[config.mk]
export PLATFORM = sky130hd
export DESIGN_NAME = fnd_arbiter
export DESIGN_NICKNAME = d
export VERILOG_FILES = /design/src/rtl/fnd_arbiter.sv
export SDC_FILE = /design/constraint.sdc
export NUM_CORES = 1
export LEC_CHECK = 0
export BUFFER_PORTS_ARGS = -buffer_cell sky130_fd_sc_hd__buf_2
export CORE_UTILIZATION = 26
export DETAILED_ROUTE_END_ITERATION = 10
export HOLD_SLACK_MARGIN = 0.08
export PLACE_DENSITY = 0.42
export SLEW_MARGIN = 10
export SYNTH_ARGS = -nofsm -noshare
export SYNTH_HDL_FRONTEND = slang
export SYNTH_SLANG_ARGS = --single-unit
[constraint.sdc]
create_clock -name clk -period 8.3 [get_ports clk]
set_input_delay 2.075 -clock clk [delete_from_list [all_inputs] [get_ports clk]]
set_output_delay 2.075 -clock clk [all_outputs]
set_load 0.02 [all_outputs]
[src/rtl/fnd_arbiter.sv]
// Display arbiter for a 4-digit FND: rotates between three value sources with a
// short source-ID banner on each switch, and pre-empts them with a blinking alert.
module fnd_arbiter #(
  parameter int BANNER_CYC = 50_000_000,
  parameter int ALERT_CYC  = 200_000_000,
  parameter int BLINK_CYC  = 25_000_000
) (
  input  logic        clk,
  input  logic        reset_p,
  input  logic        btn_mode_pedge,
  input  logic [2:0]  req_valid,
  input  logic [15:0] src0_value,
  input  logic [15:0] src1_value,
  input  logic [15:0] src2_value,
  input  logic        alert_req,
  input  logic [15:0] alert_value,
  output logic [15:0] fnd_value,
  output logic [3:0]  blank_mask,
  output logic [2:0]  grant,
  output logic        alert_active
);

  localparam int BW = $clog2(BANNER_CYC + 1);
  localparam int AW = $clog2(ALERT_CYC + 1);
  localparam int KW = $clog2(BLINK_CYC + 1);

  typedef enum logic [1:0] {SHOW, BANNER, ALERT} state_t;

  state_t         state_reg, state_next;
  logic [1:0]     sel_reg, sel_next;
  logic [BW-1:0]  banner_cnt_reg, banner_cnt_next;
  logic [AW-1:0]  alert_cnt_reg, alert_cnt_next;
  logic [KW-1:0]  blink_cnt_reg, blink_cnt_next;
  logic           blink_reg, blink_next;
  logic [15:0]    alert_val_reg, alert_val_next;
  logic           alert_req_reg;

  logic [15:0]    fnd_next;
  logic [3:0]     blank_next;
  logic [2:0]     grant_next;
  logic           active_next;

  logic           alert_edge;
  logic [1:0]     cand1, cand2, next_sel;
  logic           has_next;
  logic [15:0]    src_sel;

  assign alert_edge = alert_req & ~alert_req_reg;

  // Round-robin candidates after the current source: sel+1 first, then sel+2 (mod 3).
  assign cand1    = (sel_reg == 2'd2) ? 2'd0 : sel_reg + 2'd1;
  assign cand2    = (sel_reg == 2'd0) ? 2'd2 : sel_reg - 2'd1;
  assign has_next = req_valid[cand1] | req_valid[cand2];
  assign next_sel = req_valid[cand1] ? cand1 : cand2;

  always_comb begin
    state_next      = state_reg;
    sel_next        = sel_reg;
    banner_cnt_next = banner_cnt_reg;
    alert_cnt_next  = alert_cnt_reg;
    blink_cnt_next  = blink_cnt_reg;
    blink_next      = blink_reg;
    alert_val_next  = alert_val_reg;

    // An alert edge outranks everything, including a simultaneous button press.
    if (alert_edge) begin
      state_next      = ALERT;
      alert_val_next  = alert_value;
      alert_cnt_next  = AW'(ALERT_CYC);
      blink_cnt_next  = KW'(BLINK_CYC);
      blink_next      = 1'b0;
      banner_cnt_next = '0;
    end else begin
      case (state_reg)
        SHOW: begin
          if ((btn_mode_pedge || !req_valid[sel_reg]) && has_next) begin
            state_next      = BANNER;
            sel_next        = next_sel;
            banner_cnt_next = BW'(BANNER_CYC);
          end
        end
        BANNER: begin
          if (btn_mode_pedge && has_next) begin
            sel_next        = next_sel;
            banner_cnt_next = BW'(BANNER_CYC);
          end else if (banner_cnt_reg <= BW'(1)) begin
            state_next      = SHOW;
            banner_cnt_next = '0;
          end else begin
            banner_cnt_next = banner_cnt_reg - BW'(1);
          end
        end
        ALERT: begin
          if (btn_mode_pedge || alert_cnt_reg <= AW'(1)) begin
            state_next     = SHOW;
            alert_cnt_next = '0;
            blink_cnt_next = '0;
            blink_next     = 1'b0;
          end else begin
            alert_cnt_next = alert_cnt_reg - AW'(1);
            if (blink_cnt_reg <= KW'(1)) begin
              blink_next     = ~blink_reg;
              blink_cnt_next = KW'(BLINK_CYC);
            end else begin
              blink_cnt_next = blink_cnt_reg - KW'(1);
            end
          end
        end
        default: state_next = SHOW;
      endcase
    end
  end

  always_comb begin
    case (sel_next)
      2'd0:    src_sel = src0_value;
      2'd1:    src_sel = src1_value;
      default: src_sel = src2_value;
    endcase
  end

  // Outputs are decoded from the next state so they change on the same edge as the FSM.
  always_comb begin
    fnd_next    = 16'h0000;
    blank_next  = 4'b1111;
    grant_next  = 3'b000;
    active_next = 1'b0;
    case (state_next)
      SHOW: begin
        if (req_valid[sel_next]) begin
          fnd_next   = src_sel;
          blank_next = 4'b0000;
          grant_next = 3'b001 << sel_next;
        end
      end
      BANNER: begin
        fnd_next   = {14'b0, sel_next};
        blank_next = 4'b1110;
        grant_next = 3'b001 << sel_next;
      end
      ALERT: begin
        fnd_next    = alert_val_next;
        blank_next  = {4{blink_next}};
        active_next = 1'b1;
      end
      default: ;
    endcase
  end

  always_ff @(posedge clk) begin
    if (reset_p) begin
      state_reg      <= SHOW;
      sel_reg        <= 2'd0;
      banner_cnt_reg <= '0;
      alert_cnt_reg  <= '0;
      blink_cnt_reg  <= '0;
      blink_reg      <= 1'b0;
      alert_val_reg  <= 16'h0000;
      alert_req_reg  <= 1'b0;
      fnd_value      <= 16'h0000;
      blank_mask     <= 4'b1111;
      grant          <= 3'b000;
      alert_active   <= 1'b0;
    end else begin
      state_reg      <= state_next;
      sel_reg        <= sel_next;
      banner_cnt_reg <= banner_cnt_next;
      alert_cnt_reg  <= alert_cnt_next;
      blink_cnt_reg  <= blink_cnt_next;
      blink_reg      <= blink_next;
      alert_val_reg  <= alert_val_next;
      alert_req_reg  <= alert_req;
      fnd_value      <= fnd_next;
      blank_mask     <= blank_next;
      grant          <= grant_next;
      alert_active   <= active_next;
    end
  end

endmodule

=== After elaboration in Yosys (flattened, before gate mapping) ===
Index checks and enable logic that the tools add are counted.

* Shifts and indexed selects: 1
* Bitwise logic cells: 4
* $add $sub $neg: 5
* Mux-type cells: 45
* Equality and inequality tests: 7
* $lt $le $gt $ge: 7
* Reduce and logical (&&, ||, !) cells: 13

{| class="wikitable"
|+ Operator list
! operator !! number
|-
| 25-bit 2-to-1 mux || 4
|-
| 28-bit 2-to-1 mux || 3
|-
| 26-bit 2-to-1 mux || 3
|-
| 26-bit case mux with 2 select lines || 1
|-
| 16-bit case mux with 3 select lines || 1
|-
| 16-bit 2-to-1 mux || 2
|-
| 16-bit case mux with 2 select lines || 1
|-
| 28-bit by 1-bit <= comparator with 1-bit output, second input constant || 1
|-
| 28-bit by 1-bit subtractor with 28-bit output, second input constant || 1
|-
| 26-bit by 1-bit <= comparator with 1-bit output, second input constant || 1
|-
| 26-bit by 1-bit subtractor with 26-bit output, second input constant || 1
|-
| 25-bit by 1-bit <= comparator with 1-bit output, second input constant || 1
|-
| 25-bit by 1-bit subtractor with 25-bit output, second input constant || 1
|-
| 2-bit 2-to-1 mux || 11
|-
| 2-bit by 3-bit < comparator with 1-bit output, second input constant || 4
|-
| 4-bit case mux with 3 select lines || 1
|-
| 1-bit 2-to-1 mux || 9
|-
| 1-bit binary-select mux with 2-bit select || 4
|-
| 2-bit zero test || 4
|-
| 2-bit by 1-bit == test with 1-bit output, second input constant || 3
|-
| 2-bit == test, second input constant || 3
|-
| 2-bit case mux with 3 select lines || 1
|-
| 3-bit case mux with 2 select lines || 1
|-
| 4-bit 2-to-1 mux || 1
|-
| 15 further kinds || 19
|}

* Register bits after elaboration: 125
* Input bits: 71

=== Longest topological paths before layout ===
Gate-level depths: netlist (run 1).

* Depth after elaboration: 13
* Mapped depth: 11

=== Worst setup path before layout (run 1) ===
No wires, ideal clock.

* Kind: input port to flip-flop
* Start: input btn_mode_pedge
* End: register fnd_value[10]
* Setup slack: 4326 ps
* Arrival: 3834 ps
* Data required time: 8160 ps
* Stages on the path: 9
* Buffers on the path: 3
* Cell sequence: clkdlybuf4s18_2 a221o_1 o211ai_1 nand2b_1 and2_1 buf_2 buf_2 mux2i_1 o22ai_2

* Longest elaborated chain between the ends: 9
* Elaborated cells on any way between the ends: 23

{| class="wikitable"
|+ Ends and longest elaborated chain
! item !! RTL line !! text
|-
| start, declared || 10 || <nowiki>input logic btn_mode_pedge,</nowiki>
|-
| 1-bit logical OR || 76 || <nowiki>if ((btn_mode_pedge || !req_valid[sel_reg]) && has_next) begin</nowiki>
|-
| 1-bit logical AND || 76 ||
|-
| 2-bit 2-to-1 mux || 76 ||
|-
| 2-bit case mux with 2 select lines || 74 || <nowiki>case (state_reg)</nowiki>
|-
| 2-bit 2-to-1 mux || 66 || <nowiki>if (alert_edge) begin</nowiki>
|-
| 2-bit by 1-bit == test with 1-bit output, or another cell as far along || 115 || <nowiki>case (sel_next)</nowiki>
|-
| 16-bit case mux with 2 select lines or 1-bit 2-to-1 mux (tied branches) || 115, 130 ||
|-
| 16-bit 2-to-1 mux || 130 || <nowiki>if (req_valid[sel_next]) begin</nowiki>
|-
| 16-bit case mux with 3 select lines (*) || 128 || <nowiki>case (state_next)</nowiki>
|-
| end signal, assigned || 173 || <nowiki>fnd_value <= fnd_next;</nowiki>
|-
| end, declared || 17 || <nowiki>output logic [15:0] fnd_value,</nowiki>
|}

Mark *: on every way between the ends. The rest lies on a longest branch, timed or not. The select of a mux whose other input is x is not followed.
A chain may end at the register's enable or synchronous reset.

=== Worst setup path in the final report (run 1) ===
* Start: input alert_req
* End: register fnd_value[0]

* Longest elaborated chain between the ends: 6
* Elaborated cells on any way between the ends: 14

{| class="wikitable"
|+ Ends and longest elaborated chain
! item !! RTL line !! text
|-
| start, declared || 15 || <nowiki>input logic alert_req,</nowiki>
|-
| 1-bit bitwise AND (*) || 48 || <nowiki>assign alert_edge = alert_req & ~alert_req_reg;</nowiki>
|-
| 2-bit 2-to-1 mux || 66 ||
|-
| 2-bit by 1-bit == test with 1-bit output, or another cell as far along || 115 ||
|-
| 16-bit case mux with 2 select lines or 1-bit 2-to-1 mux (tied branches) || 115, 130 ||
|-
| 16-bit 2-to-1 mux || 130 ||
|-
| 16-bit case mux with 3 select lines (*) || 128 ||
|}

Marks and branches as above.

==> results of run 1 <==
==> kinds of logic after synthesis <==
group,count (synthesis)
fa+ha+maj,9
flops,123
simple gates,307
xor+xnor,36
compound gates,202
mux,36
buf+inv,65
==> final cells by class <==
class | instances | area (um2)
clock buffer | 18 | 429.2
clock inverter | 14 | 136.4
fill | 2534 | 16090
inverter | 22 | 82.58
multi-input combinational | 590 | 3627
sequential | 123 | 2462
tap | 319 | 399.1
timing repair buffer | 101 | 523.0
==> worst reg2reg max path: stages, from the launching register on <==
cell     delay [ns]
dfxtp_1        0.35
or4_1          0.68
nor4_4         0.38
and4_1         0.35
or2_1          0.72
o21ai_1        0.19
nand2_1        0.45
nor2_1         0.13
==> power by group through the flow <==
stage | registers [mW] | clock network, mW | logic [mW]
finish | 0.717 | 0.725 | 0.745
global route | 0.727 | 0.767 | 0.834
CTS | 0.717 | 0.743 | 0.754
detailed placement | 0.729 | 0 | 0.751
global placement | 0.731 | 0 | 0.754
floorplan | 0.741 | 0 | 0.562
==> worst max path at each step <==
| stage | end | cells past startpoint |
|---|---|---|
| after detailed placement | fnd_value[0] | 9 |
| after global placement | fnd_value[1] | 9 |
| after CTS | fnd_value[0] | 9 |
| after global routing | fnd_value[15] | 9 |
| after floorplan | fnd_value[10] | 9 |
| final | fnd_value[0] | 9 |
==> routing by layer <==
metal | track usage [%] | share of wire [%] | vias up
met5 | 0 | 0 | -
li1 | - | - | 2945
met3 | 3.729 | 3.4 | 15
met2 | 24.50 | 48 | 91
met4 | 3.846 | 1.1 | 0
met1 | 18.51 | 48 | 2709
==> layout by cell type (no fill, tap or decap), types with 16 or more instances in the layout <==
cell         n
nand3_1     16
nor2_1      98
xnor2_1     27
mux2_2      17
nor3_1      38
dfxtp_1    123
buf_2       94
a21oi_1     77
clkbuf_16   17
inv_1       22
nand2_1     74
mux2i_1     19
o21ai_0     23
==> through the flow <==
stage                     power, mW  area [um2]  cells  utilization, %  hold slack (ns)
final                         2.187        7660   1187           32.25           0.4534
after global routing          2.329        7660   1187           32.25           0.4721
after CTS                     2.214        7660   1187           32.25           0.4563
after detailed placement      1.480        7094   1155           29.87           0.4474
after global placement        1.485        7094   1155           29.87           0.4403
after floorplan               1.303        6364    778               -           0.4336
==> results.sh, run 1 <==
export IMPL_die_x_um=158.4
export IMPL_critPathCaptureType="register"
export IMPL_crit_fanout=30
export IMPL_p_sw_mw=0.8110
export IMPL_synth_seq_area_share_pct=38.69
export IMPL_syn_nets=858
export IMPL_min_to="alert_val_reg[7]"
export IMPL_rsz0062_at_grt="false"
export IMPL_ys_types=70
export IMPL_clkTransAtPathRegs_ns=0.06
export IMPL_drive_above_1_share_pct=20.39
export IMPL_setup_ws_ns=3.935
export IMPL_synth_flop_cell="dfxtp_1"
export IMPL_final_max_slew_violation_count=0
export IMPL_drt_vias_per_instance=4.853
export IMPL_area_growth_pct=20.37
export IMPL_initial_core_util_pct=26.79
export IMPL_hold_depth=2
export IMPL_cp_required_ns=8.56
export IMPL_r2r_cells=7
export IMPL_pre_cts_slack_ns=3.512
export IMPL_synthCells=778
export IMPL_coreArea_um2=23750
export IMPL_synth_xor_area_share_pct=4.955
export IMPL_drc=0
export IMPL_p_sw_share_pct=37.08
export IMPL_grt_usage_pct=14.62
export IMPL_relSlewSlack_pct=24.07
export IMPL_reg2reg_to="blink_cnt_reg[23]"
export IMPL_synth_top_area_cell="dfxtp_1"
export IMPL_h_tree_depth=4
export IMPL_p_leak_nw=3.019
export IMPL_hold_class="register to register"
export IMPL_antennaDiodeCount=0
export IMPL_synth_area_leaders="dfxtp_1, a21oi_1, nor2_1, nand2_1, xnor2_1"
export IMPL_crit_family="compound AO/OA/AOI/OAI gates"
export IMPL_crit_slowest_cell="o21ai_2"
export IMPL_crit_type="input port to register"
export IMPL_largest_register_ffs=28
export IMPL_fp_dieArea_um2=25100
export IMPL_comb_power_share_pct=34.1
export IMPL_ir_worst_vdd_mv=0.1016
export IMPL_timing_final_crit_period_ns=4.365
export IMPL_cts_setup_buffers=0
export IMPL_power_density_nw_per_um2=285.5
export IMPL_startpoint="alert_req"
export IMPL_place_congestion=0.7444
export IMPL_cts_sinks=123
export IMPL_antenna_found_initial=0
export IMPL_die_h_um=158.4
export IMPL_slowest_delay_ns=0.80
export IMPL_internal_power_mw=1.376
export IMPL_port_buffers=94
export IMPL_min_from="alert_val_reg[7]"
export IMPL_synth_mux_area_share_pct=5.997
export IMPL_cts_buffers=17
export IMPL_ant_nets=0
export IMPL_worstMarginPinSlew_ns=1.139
export IMPL_setup_viol=0
export IMPL_p_seq_share_pct=32.8
export IMPL_first_pass_iters=5
export IMPL_nets=935
export IMPL_max_cap_viol_count=0
export IMPL_avgRoutedWirePerCell_um=14.93
export IMPL_grt_pass1_vias=5596
export IMPL_grt_overflow=0
export IMPL_hpwl_um=11670
export IMPL_synthTopCellsByCount="dfxtp_1, nor2_1, a21oi_1"
export IMPL_clock_fmax_mhz=229.1
export IMPL_period_share_pct=52.60
export IMPL_synth_edf_count=0
export IMPL_routed_wl_um=17720
export IMPL_cts_buffer_depth=2
export IMPL_vias=5760
export IMPL_path_buf_inv=2
export IMPL_fin_skew_ns=0.01292
export IMPL_first_iter_violations=351
export IMPL_setup_tns_ns=0
export IMPL_yosysMostFrequentCell="dfxtp_1"
export IMPL_ff2ff_setup_slack_ns=4.91
export IMPL_synth_warnings=0
export IMPL_yosys_area_share_simple_pct=23.79
export IMPL_async_reset_ff_share_pct=0
export IMPL_num_rows=56
export IMPL_final_hold_violation_count=0
export IMPL_syn_area_um2=6364
export IMPL_clockRootBuffer="clkbuf_16"
export IMPL_clk_latency_ns=0.43
export IMPL_grt_max_degree=65
export IMPL_synth_compound_area_share_pct=20.45
export IMPL_cts_resized_gates=0
export IMPL_syn_area_per_cell_um2=8.179
export IMPL_path_cells="buf_2 -> nor2b_2 -> buf_4 -> nor2_1 -> o221a_2 -> and2_1 -> o311a_1 -> o21ai_2 -> o32ai_1"
export IMPL_p_clk_share_pct=33.2
export IMPL_io_pins=95
export IMPL_cts_tree="done"
export IMPL_synth_top_family_by_area="simple AND/OR/NAND/NOR gates"
export IMPL_synth_fa_ha_area_share_pct=1.770
export IMPL_hold_buffers=0
export IMPL_outcome="finished clean"
export IMPL_cp_arrival_ns=4.62
export IMPL_ys_ff_latch=123
export IMPL_start_kind="input port"
export IMPL_grt_pass1_wl_um=28680
export IMPL_yosysTopAreaCellShare_pct=38.69
export IMPL_r2r_start="alert_cnt_reg[2]"
(Power assumes the default switching activity.)
==> run 2, diff against run 1 <==
- ABC_AREA: not set -> 1
- PLACE_DENSITY: 0.42 -> 0.43
- clock period: 8.3 -> 3.9 ns (I/O delays scaled with it)
==> run 2 against run 1 <==
  * Count of clock-buffer cells in the layout fell by 1
  * Sequential share of layout area fell by 2.1 points
  * Critical endpoint unchanged
  * Cell count rose by 21%
  * Global-route usage fell by 0.16 points
==> results.sh, run 2 <==
export IMPL_final_util_pct=32.31
export IMPL_path_cells="inv_1 -> ha_1 -> and3_1 -> nand2_1 -> nand2_1 -> nand4_1 -> nand3_1 -> nand2_1 -> clkinv_1 -> o22ai_1 -> nor2_1 -> nor2_1"
export IMPL_filler_cell_count=2730
export IMPL_port_buffers=94
export IMPL_clockRootBuffer="clkbuf_16"
export IMPL_nets=1169
export IMPL_ys_ff_latch=123
export IMPL_synth_edf_count=0
export IMPL_coreArea_um2=25330
export IMPL_setup_tns_ns=0
export IMPL_relSlewSlack_pct=47.40
export IMPL_cts_sinks=123
export IMPL_initial_core_util_pct=26.73
export IMPL_io_pins=95
export IMPL_grt_pass1_wl_um=30690
export IMPL_ir_worst_vdd_mv=0.3043
export IMPL_crit_type="register to register"
export IMPL_period_share_pct=76.51
export IMPL_final_hold_violation_count=0
export IMPL_hold_class="register to register"
export IMPL_path_buf_inv=2
export IMPL_final_max_slew_violation_count=0
export IMPL_crit_family="simple AND/OR/NAND/NOR gates"
export IMPL_fin_area_um2=8183
export IMPL_place_congestion=0.8112
export IMPL_synth_seq_area_share_pct=36.37
export IMPL_largest_register_ffs=28
export IMPL_drc=0
export IMPL_drive_above_1_share_pct=16.42
export IMPL_crit_top_cell="nand2_1"
export IMPL_grt_max_degree=63
export IMPL_fp_dieArea_um2=26690
export IMPL_synthCells=1001
export IMPL_comb_power_share_pct=36.9
export IMPL_critPathCaptureType="register"
export IMPL_grt_overflow=0
export IMPL_p_clk_share_pct=32.9
export IMPL_max_cap_viol_count=0
export IMPL_die_h_um=163.4
export IMPL_antennaDiodeCount=0
export IMPL_area_growth_pct=20.86
export IMPL_num_rows=58
export IMPL_async_reset_ff_share_pct=0
export IMPL_syn_area_per_cell_um2=6.763
export IMPL_h_tree_depth=4
export IMPL_multiInputGateArea_um2=3762
export IMPL_worstMarginPinSlew_ns=0.7889
export IMPL_seqCellArea_um2=2462
export IMPL_antenna_found_initial=0
export IMPL_ant_nets=0
export IMPL_hold_buffers=0
export IMPL_syn_nets=1081
export IMPL_p_sw_mw=2.034
export IMPL_totalPowerFinal_mw=5.080
export IMPL_die_x_um=163.4
export IMPL_layout_commonest_cell="nor2_1"
export IMPL_hold_slack_ns=0.4500
export IMPL_p_seq_share_pct=30.2
export IMPL_slowest_delay_ns=0.46
export IMPL_avgRoutedWirePerCell_um=13.06
export IMPL_timing_final_crit_period_ns=2.984
export IMPL_placed_area_um2=7570
export IMPL_p_sw_share_pct=40.04
export IMPL_synth_top_area_cell="dfxtp_1"
export IMPL_cts_buffers=17
export IMPL_first_iter_violations=291
export IMPL_internal_power_mw=3.046
export IMPL_cts_setup_buffers=0
export IMPL_grt_pass1_vias=6084
export IMPL_ys_types=48
export IMPL_syn_area_um2=6770
export IMPL_clk_latency_ns=0.43
export IMPL_cp_arrival_ns=3.34
export IMPL_setup_viol=0
export IMPL_synthTopCellsByCount="nor2_1, nand2_1, dfxtp_1"
export IMPL_vias=6336
export IMPL_hpwl_um=13310
export IMPL_synth_warnings=0
export IMPL_crit_slowest_cell="clkinv_1"
export IMPL_outcome="finished clean"
export IMPL_yosysMostFrequentCell="nor2_1"
export IMPL_synth_area_leaders="dfxtp_1, nor2_1, nand2_1, a21oi_1, inv_1"
export IMPL_cp_required_ns=4.25
export IMPL_clock_fmax_mhz=335.2
export IMPL_clkTransAtPathRegs_ns=0.06
export IMPL_power_density_nw_per_um2=620.8
export IMPL_first_pass_iters=4
export IMPL_grt_usage_pct=14.46
export IMPL_cts_tree="done"
export IMPL_start_kind="register"
export IMPL_rsz0062_at_grt="false"
export IMPL_most_common_layout_cells="nor2_1, nand2_1, dfxtp_1, inv_1, buf_2"
export IMPL_fin_skew_ns=0.01311
export IMPL_drt_vias_per_instance=4.425
export IMPL_synth_flop_cell="dfxtp_1"
export IMPL_yosysTopAreaCellShare_pct=36.37
export IMPL_cts_resized_gates=0
export IMPL_crit_fanout=18
export IMPL_cts_buffer_depth=2
export IMPL_routed_wl_um=18710
export IMPL_p_leak_nw=3.755
-- run 2: cell types whose count changed after synthesis, moves of 17 or more --
| cell | previous run | this run |
|---|---|---|
| inv_1 | 22 | 98 |
| mux2_2 | 17 | 0 |
| nand2_1 | 74 | 141 |
| nand3_1 | 16 | 62 |
| nor2_1 | 98 | 236 |
| nor3_1 | 38 | 19 |
| xnor2_1 | 27 | 10 |
| xor2_1 | 9 | 28 |
-- run 2: power groups by stage --
stage | Combinational [mW] | Clock, mW | Sequential (mW)
6_report | 1.88 | 1.67 | 1.53
5_1_grt | 2.14 | 1.76 | 1.56
4_1_cts | 1.89 | 1.71 | 1.54
3_5_place_dp | 1.88 | 0 | 1.56
3_3_place_gp | 1.89 | 0 | 1.57
2_1_floorplan | 1.41 | 0 | 1.58
-- run 2: logic make-up (layout without fill, tap and decap cells) --
kind of cell	Yosys count	count (layout)	share of synthesized area, %
AOI/OAI and AO/OA	155	155	13.07
muxes	16	16	2.365
xor gates and xnor gates	38	38	4.916
DFF	123	123	36.37
buffers and inverters	140	241	8.205
adders and majority gates	9	9	1.663
and+or+nand+nor	520	520	33.41
-- run 2: metrics by stage --
step,std cells,worst slack [ns]
finish,1432,0.9163
global route,1432,0.5046
detailed placement,1400,0.6465
global placement,1400,0.7267
CTS,1432,0.8633
floorplan,1001,1.391
-- run 2: cell type report --
cell class	instances	area share (%)
sequential	123	30.09
timing repair buffer	102	6.483
clock inverter	15	2.294
clock buffer	17	5.199
tap	330	5.046
multi-input combinational	738	45.98
inverter	107	4.908
-- run 2: worst reg2reg max path, cell delays in order (launching register included) --
cell and delay [ns]:
dfxtp_1 0.38, inv_1 0.09, ha_1 0.24, and3_1 0.22
nand2_1 0.11, nand2_1 0.07, nand4_1 0.11, nand3_1 0.43
nand2_1 0.30, clkinv_1 0.46, o22ai_1 0.34, nor2_1 0.07
nor2_1 0.07
-- run 2: final timing paths --
| path | cells after the start | endpoint | slack (ns) | start |
|---|---|---|---|---|
| min reg2reg | 1 | alert_cnt_reg[26] | 0.45 | alert_cnt_reg[26] |
| min | 1 | alert_cnt_reg[26] | 0.45 | alert_cnt_reg[26] |
| max reg2reg | 12 | fnd_value[0] | 0.92 | alert_cnt_reg[0] |
| max | 12 | fnd_value[0] | 0.92 | alert_cnt_reg[0] |
-- run 2: layer usage --
metal | global-route usage [%] | wire length (um)
met3 | 2.920 | 627
met5 | 0 | 0
met2 | 22.52 | 8134
met1 | 20.06 | 9807
met4 | 3.951 | 139
==> run 3, diff against run 2 <==
- ABC_AREA: 1 -> 0
- clock period: 3.9 -> 2.6 ns (I/O delays scaled with it)
==> run 3 against run 2 <==
  * Clock skew shrank 0.0019 ns
  * Core utilization grew 2.9 points
  * Non-clock buffer count grew 57
  * Power grew 53%
  * Cell count shrank 13%
  * Critical path type unchanged
  * Critical endpoint is now fnd_value[8]
  * Largest power group unchanged
  * Highest routed layer unchanged
==> results.sh, run 3 (synthesis results as in run 1) <==
export IMPL_layout_commonest_cell="dfxtp_1"
export IMPL_grt_pass1_vias=5812
export IMPL_max_cap_viol_count=0
export IMPL_port_buffers=94
export IMPL_crit_type="register to register"
export IMPL_cp_required_ns=2.88
export IMPL_rsz0062_at_grt="true"
export IMPL_totalPowerFinal_mw=7.761
export IMPL_path_cells="inv_4 -> ha_4 -> mux2i_1 -> o21ai_2 -> o211ai_1 -> o21a_2 -> buf_4 -> mux2_2 -> mux2i_2 -> o22ai_2"
export IMPL_p_leak_nw=3.407
export IMPL_avgRoutedWirePerCell_um=14.99
export IMPL_timing_final_crit_period_ns=2.494
export IMPL_largest_register_ffs=28
export IMPL_critPathCaptureType="register"
export IMPL_period_share_pct=95.91
export IMPL_grt_usage_pct=15.14
export IMPL_area_growth_pct=31.36
export IMPL_relSlewSlack_pct=55.54
export IMPL_cp_arrival_ns=2.78
export IMPL_crit_slowest_cell="dfxtp_4"
export IMPL_place_congestion=0.7735
export IMPL_met1_usage_pct=19.27
export IMPL_start_kind="register"
export IMPL_initial_core_util_pct=26.79
export IMPL_clockRootBuffer="clkbuf_16"
export IMPL_grt_overflow=0
export IMPL_ir_worst_vdd_mv=0.3900
export IMPL_clk_latency_ns=0.42
export IMPL_hpwl_um=12680
export IMPL_drt_vias_per_instance=4.817
export IMPL_most_common_layout_cells="dfxtp_1, nor2_1, buf_2, a21oi_1, nand2_1"
export IMPL_antennaDiodeCount=0
export IMPL_power_density_nw_per_um2=928.4
export IMPL_clock_fmax_mhz=401.0
export IMPL_use_met3_pct=3.130
export IMPL_io_pins=95
export IMPL_drive_above_1_share_pct=27.11
export IMPL_cts_sinks=123
export IMPL_num_rows=56
export IMPL_setup_viol=0
export IMPL_vias=5997
export IMPL_crit_fanout=4
export IMPL_final_max_slew_violation_count=0
export IMPL_cts_buffer_depth=2
export IMPL_nets=993
export IMPL_final_hold_violation_count=0
export IMPL_outcome="finished clean"
export IMPL_gr_max_usage_layer="met2"
export IMPL_grt_max_degree=56
export IMPL_coreArea_um2=23750
export IMPL_fp_dieArea_um2=25100
export IMPL_routed_wl_um=18660
export IMPL_h_tree_depth=4
export IMPL_worstMarginPinSlew_ns=0.6669
export IMPL_antenna_found_initial=0
export IMPL_drc=0
export IMPL_first_pass_iters=4
export IMPL_fin_area_um2=8359
export IMPL_die_x_um=158.4
export IMPL_grt_use_met2_pct=25.40
export IMPL_placed_area_um2=7610
export IMPL_grt_pass1_wl_um=29770
export IMPL_slowest_delay_ns=0.38
export IMPL_cts_buffers=17
export IMPL_clkTransAtPathRegs_ns=0.06
export IMPL_cts_tree="done"
export IMPL_ant_nets=0
export IMPL_hold_class="register to register"
export IMPL_first_iter_violations=329
export IMPL_die_h_um=158.4
export IMPL_fin_skew_ns=0.01123
==> run 3: cell types whose count changed in the layout (fill, tap and decap cells not counted), sizes merged, moves of 13 or more <==
cell   delta
nor2    -153
inv      -82
nand2    -75
buf      +56
nand3    -49
nor3     +20
xor2     -19
mux2     +17
xnor2    +17
nor4     +13
==> run 3: cell type report <==
cell class	count	area [um2]
multi-input combinational	590	3709
fill	2490	15390
clock inverter	14	181.4
sequential	123	2467
inverter	22	87.58
tap	319	399.1
timing repair buffer	159	1076
clock buffer	18	439.2
==> run 3: repair_timing <==
item | in CTS | in global routing
cloned | 0 | 1
buffers inserted | 0 | 2
hold buffers | 0 | 0
resized for setup | 1 | 24
pin swaps | 0 | 8
setup endpoints to repair | 10 | 36
==> run 3: stage by stage <==
step / setup TNS (ns) / setup WS (ns) / hold WS (ns) / util, % / std cells
after floorplan: 0 / 0.01882 / 0.4336 / - / 778
final: 0 / 0.1064 / 0.4523 / 35.19 / 1245
after global routing: -0.1902 / -0.04127 / 0.4697 / 35.19 / 1245
after global placement: -0.07705 / -0.02066 / 0.4399 / 32.04 / 1210
after detailed placement: -0.1213 / -0.02372 / 0.4447 / 32.04 / 1210
after CTS: 0 / 0.03444 / 0.4539 / 34.67 / 1242
==> run 3: metal layers <==
layer  vias up  share of wire [%]  wire length (um)
li1       3057                  -                 -
met1      2836                 47              8738
met2        88                 49              9105
met3        16                2.9               537
met4         0                1.5               275
met5         -                  0                 0
==> run 3: path summary, 6_finish.rpt <==
path / from / slack [ns] / endpoint / cells past startpoint
worst max-delay path: sel_reg[0] / 0.11 / fnd_value[8] / 10
worst min register to register: alert_val_reg[5] / 0.45 / alert_val_reg[5] / 2
worst min-delay path: alert_val_reg[5] / 0.45 / alert_val_reg[5] / 2
worst max register to register: sel_reg[0] / 0.11 / fnd_value[8] / 10
==> run 3: worst max-delay path: cells and delay by family, from the launching register on <==
| family | cells | cell delay, ns |
|---|---|---|
| compound gates | 4 | 0.77 |
| fa+ha+maj | 1 | 0.27 |
| buf+inv | 2 | 0.20 |
| flops | 1 | 0.38 |
| mux | 3 | 0.73 |
==> run 3: power breakdown <==
part / total [mW] / leakage (nW) / internal (mW) / switching (mW)
Sequential: 2.27 / 1.01 / 2.11 / 0.163
Combinational: 2.96 / 2.09 / 1.37 / 1.59
Clock: 2.53 / 0.303 / 1.55 / 0.971
